`config.mk`:
```
export PLATFORM = sky130hd
export DESIGN_NAME = piso_ser_tx
export DESIGN_NICKNAME = d
export VERILOG_FILES = /design/src/rtl/piso_pkg.sv /design/src/rtl/piso_bit_cnt.sv /design/src/rtl/piso_ser_tx.sv
export SDC_FILE = /design/constraint.sdc
export NUM_CORES = 1
export LEC_CHECK = 0
export ABC_AREA = 1
export CORE_UTILIZATION = 30
export DETAILED_ROUTE_END_ITERATION = 12
export GPL_ROUTABILITY_DRIVEN = 0
export PLACE_DENSITY = 0.51
export SYNTH_ARGS = -nofsm -noshare
export SYNTH_HDL_FRONTEND = slang
export SYNTH_SLANG_ARGS = --single-unit
```
`constraint.sdc`:
```
create_clock -name clk -period 1.84 [get_ports clk]
set_input_delay 0.552 -clock clk [delete_from_list [all_inputs] [get_ports clk]]
set_output_delay 0.552 -clock clk [all_outputs]
set_load 0.01 [all_outputs]
```
`src/rtl/piso_pkg.sv`:
```
// Shared types and helpers for the parallel-in/serial-out transmitter.
package piso_pkg;

  typedef enum logic {
    ST_IDLE  = 1'b0,
    ST_SHIFT = 1'b1
  } state_t;

  // Bit-counter width for a given word length.
  function automatic int unsigned cnt_w(input int unsigned width);
    return (width < 2) ? 1 : $clog2(width);
  endfunction

endpackage

```
`src/rtl/piso_bit_cnt.sv`:
```
// Enable-gated bit counter with synchronous clear; saturates at WIDTH-1.
module piso_bit_cnt
  import piso_pkg::*;
#(
  parameter  int unsigned WIDTH = 8,
  localparam int unsigned CNT_W = cnt_w(WIDTH)
) (
  input  logic             clk,
  input  logic             rst,
  input  logic             clr,
  input  logic             inc,
  output logic [CNT_W-1:0] cnt,
  output logic             tc_c
);

  assign tc_c = (cnt == CNT_W'(WIDTH - 1));

  always_ff @(posedge clk) begin
    if (rst) begin
      cnt <= '0;
    end else if (clr) begin
      cnt <= '0;
    end else if (inc && !tc_c) begin
      cnt <= cnt + CNT_W'(1);
    end
  end

endmodule

```
`src/rtl/piso_ser_tx.sv`:
```
// Parallel-in/serial-out transmitter: one word per valid/ready handshake,
// one bit per en tick, framed by sd_frame/sd_last, done pulse per frame.
module piso_ser_tx
  import piso_pkg::*;
#(
  parameter int unsigned WIDTH     = 8,
  parameter bit          MSB_FIRST = 1'b1
) (
  input  logic             clk,
  input  logic             rst,
  input  logic             en,
  input  logic [WIDTH-1:0] s_data,
  input  logic             s_valid,
  output logic             s_ready,
  output logic             sd_out,
  output logic             sd_frame,
  output logic             sd_last,
  output logic             done
);

  localparam int unsigned CNT_W = cnt_w(WIDTH);

  state_t             state, state_n;
  logic [WIDTH-1:0]   sr, sr_n;
  logic [CNT_W-1:0]   cnt;
  logic               tc_c;
  logic               load;
  logic               cnt_clr, cnt_inc;
  logic               out_n, frame_n, last_n, done_n;

  function automatic logic first_bit(input logic [WIDTH-1:0] w);
    return MSB_FIRST ? w[WIDTH-1] : w[0];
  endfunction

  function automatic logic [WIDTH-1:0] shift_w(input logic [WIDTH-1:0] w);
    return MSB_FIRST ? {w[WIDTH-2:0], 1'b0} : {1'b0, w[WIDTH-1:1]};
  endfunction

  // Combinational from en in SHIFT so the next word can load on the last tick.
  assign s_ready = !rst && ((state == ST_IDLE) || (en && tc_c));
  assign load    = s_valid && s_ready;

  piso_bit_cnt #(.WIDTH(WIDTH)) u_bit_cnt (
    .clk  (clk),
    .rst  (rst),
    .clr  (cnt_clr),
    .inc  (cnt_inc),
    .cnt  (cnt),
    .tc_c (tc_c)
  );

  always_comb begin
    state_n = state;
    sr_n    = sr;
    out_n   = sd_out;
    frame_n = sd_frame;
    last_n  = sd_last;
    done_n  = 1'b0;
    cnt_clr = 1'b0;
    cnt_inc = 1'b0;

    case (state)
      ST_IDLE: begin
        out_n   = 1'b0;
        frame_n = 1'b0;
        last_n  = 1'b0;
        if (load) begin
          state_n = ST_SHIFT;
          sr_n    = s_data;
          out_n   = first_bit(s_data);
          frame_n = 1'b1;
          cnt_clr = 1'b1;
        end
      end
      ST_SHIFT: begin
        if (en && !tc_c) begin
          sr_n    = shift_w(sr);
          out_n   = first_bit(shift_w(sr));
          cnt_inc = 1'b1;
          last_n  = (cnt == CNT_W'(WIDTH - 2));
        end else if (en) begin
          // Last bit consumed: chain straight into a new word if one is offered.
          done_n = 1'b1;
          last_n = 1'b0;
          if (load) begin
            sr_n    = s_data;
            out_n   = first_bit(s_data);
            frame_n = 1'b1;
            cnt_clr = 1'b1;
          end else begin
            state_n = ST_IDLE;
            sr_n    = '0;
            out_n   = 1'b0;
            frame_n = 1'b0;
          end
        end
      end
      default: state_n = ST_IDLE;
    endcase
  end

  always_ff @(posedge clk) begin
    if (rst) begin
      state    <= ST_IDLE;
      sr       <= '0;
      sd_out   <= 1'b0;
      sd_frame <= 1'b0;
      sd_last  <= 1'b0;
      done     <= 1'b0;
    end else begin
      state    <= state_n;
      sr       <= sr_n;
      sd_out   <= out_n;
      sd_frame <= frame_n;
      sd_last  <= last_n;
      done     <= done_n;
    end
  end

endmodule
```
==> summary.txt <==
GRT
  • Vias in the first global route: between 600 and 700
  • First-pass GRT wire length: slightly below 3000 µm
  • Largest net degree at the start of global routing: 10
  • Antenna violations before repair: 0
  • Grt total ovfl: 0
  • GRT Util Overall: between 10 and 15%

Worst setup path
  • Worst Reg-to-Reg Cells: 11
  • Startpoint Class: flip-flop
  • WS Path Type: reg -> out
  • Worst-path maximum fanout: 2
  • Data required, critical path: around 1.3 ns
  • Worst Path Arrival: between 1 and 1.5 ns
  • Worst Setup End Kind: primary output

Final layout
  • Final net count: about 160
  • Storage cell area: 303 µm²
  • Synthesis-to-finish area growth: 49.3%
  • Fin cells: 169
  • Diodes inserted: 0
  • Multi-input gate area: 423 µm²
  • Fill count: 248
  • Post-Layout Inst Area: approximately 0.0011 mm²
  • Share of layout cells above drive strength 1: 24.8%

Run
  • Max cap viols: 0

Clock tree
  • Clock-pin transition on the worst setup and hold timing paths: ~0.09 ns
  • CTS tree: done
  • Worst-case clock buffer depth: 2
  • Worst skew pair latency: around 0.28 ns
  • Root Buffer: clkbuf_4
  • CTS H-tree lvls: 1
  • CTS Buf Count: 3
  • Sink Count: 15

Synthesis
  • Top cells by area, synth: dfxtp_1 (39%), nand2_1 (14%), a21oi_1 (7.2%)
  • Post-Syn Area: approximately 760 µm²
  • Yosys reg bits: 15
  • Post-synth top area cell: dfxtp_1
  • Cells after synthesis: ~110
  • Ys Warns: 0
  • Syn_nets: 121
  • Post-synth top area share: 39.3%
  • Seq/Total Area, Yosys: a little under 40%
  • Synth cell types: 17
  • Syn_area_per_cell: 7.21 µm²

Route
  • Post-Route M1 WL: a little under 900 µm
  • Pre-Repair DR Iteration Count: 4
  • Vias: between 700 and 800
  • WL met2: 846 µm
  • ANT nets after route: 0
  • DR top layer: met4
  • DRT Wirelength: approximately 1800 µm
  • Drt wl/cell: 10.6 µm
  • Via density: roughly 4.5
  • 1st-iter DRT viols: 3
  • DRC viols: 0
  • WL met3: 50 µm

Hold path
  • Hold path depth: 1
  • Hold Crit Class: reg -> reg

STA
  • Final Critical Period: between 1.5 and 2 ns
  • Final hold viol count: 0
  • Post-Route Setup TNS: 0 ns
  • Worst Skew: 0.00163 ns
  • Count of pins over their slew limit: 0
  • Slew headroom: between 80% and 90%
  • Setup violators final: 0
  • Tcrit/Tclk final: between 90% and 100%
  • RSZ-0062 raised after global routing: true
  • Peak Freq: around 550 MHz
  • Worst Tran Pin Value: ~0.23 ns

Placed design
  • HPWL Detailed: 1250 µm
  • Port Buffers: 16
  • Placement Cell Area: 0.00101 mm²
  • Placed cells: 158

Floorplan
  • CORE AREA: ~0.0023 mm²
  • Die ar.: ~0.0028 mm²
  • Standard-cell rows: 17
  • Initial Utilization: about a third
  • Die Y-Extent: roughly 52 µm
  • Ports: 17
  • Die W: around 52 µm

Pwr
  • Leakage: around 0.53 nW
  • Pwr per Cell Area: approximately 600 mW/mm²
  • Max VDD drop: approximately 0.00032 V
  • Power, Total: roughly 700 µW

Run status
  • Status: finished clean
==> logic make-up after synthesis <==
group           Yosys count  share of synthesized area [%]
compound gates           16                           12.8
fa+ha+maj                 3                           4.91
buf+inv                  18                           11.1
simple gates             54                           31.9
flops                    15                           39.3
==> routing by layer <==
layer,up-vias,track usage (%)
li1,404,-
met1,336,18.6
met2,14,23.8
met3,2,2.61
met4,0,6.58
met5,-,0
==> registers in the layout, summed over array words and instances (netlist names) <==
| register | count |
|---|---|
| sr | 7 |
| sd_last | 1 |
| state | 1 |
| sd_frame | 1 |
| done | 1 |
| u_bit_cnt.cnt | 3 |
| sd_out | 1 |
==> final cells by class <==
| class | count | share of cell area (%) |
|---|---|---|
| Sequential cell | 15 | 26.5 |
| Tap cell | 28 | 3.07 |
| Timing Repair Buffer | 34 | 26.1 |
| Inverter | 15 | 4.93 |
| Multi-Input combinational cell | 73 | 37.1 |
| Clock buffer | 4 | 2.30 |
==> final timing paths <==
| check | startpoint | to | slack [ns] |
|---|---|---|---|
| min | sd_frame | sd_frame | 0.47 |
| max | u_bit_cnt.cnt[1] | s_ready | 0.02 |
| min reg2reg | sd_frame | sd_frame | 0.47 |
| max reg2reg | u_bit_cnt.cnt[1] | sr[0] | 0.18 |
==> critical path: stages, from the launching register on <==
cell and delay, ns:
dfxtp_2 0.38, ha_4 0.15, ha_4 0.14, nand2_4 0.06
a21oi_4 0.15, buf_6 0.12
==> cell usage after synthesis (all sizes together) <==
| library cell | count |
|---|---|
| o21a | 1 |
| inv | 15 |
| a21oi | 11 |
| o21bai | 1 |
| dfxtp | 15 |
| clkbuf | 1 |
| nand2 | 31 |
| a31oi | 1 |
| nand3 | 7 |
| o21ai | 2 |
| nand4 | 3 |
| nor2 | 13 |
| buf | 2 |
| ha | 3 |
==> placed cells by master, fill, tap and decap left out, drive strengths merged <==
cell type / n
clkbuf: 4
ha: 3
nand2: 31
nor2: 13
dlygate4sd2: 1
clkdlybuf4s50: 13
nand3: 7
buf: 19
nand4: 3
a31oi: 1
dlymetal6s2s: 1
o21a: 1
inv: 15
o21bai: 1
o21ai: 2
dfxtp: 15
a21oi: 11
==> metrics by stage <==
step	hold slack (ns)	util [%]	setup WS [ns]
2_1_floorplan	0.444	-	0.299
3_3_place_gp	0.449	44.1	-0.539
3_5_place_dp	0.455	44.1	-0.556
4_1_cts	0.477	48.4	0.0122
5_1_grt	0.505	49.7	-0.0175
6_report	0.475	49.7	0.0169
==> power by group <==
group	switching, mW	total [mW]	internal (mW)
Clock	0.112	0.196	0.0842
Sequential	0.00867	0.351	0.343
Combinational	0.0728	0.151	0.0781
==> repair_timing <==
| action | CTS | global route |
|---|---|---|
| hold buffers | 0 | 0 |
| gates cloned | 0 | 0 |
| buffers inserted | 6 | 1 |
| hold endpoints to repair | 0 | 0 |
| setup endpoints to repair | 1 | 1 |
| pin swaps | 1 | 2 |
| gates resized for setup | 13 | 4 |
No activity file was read; power rests on OpenSTA's default activity.
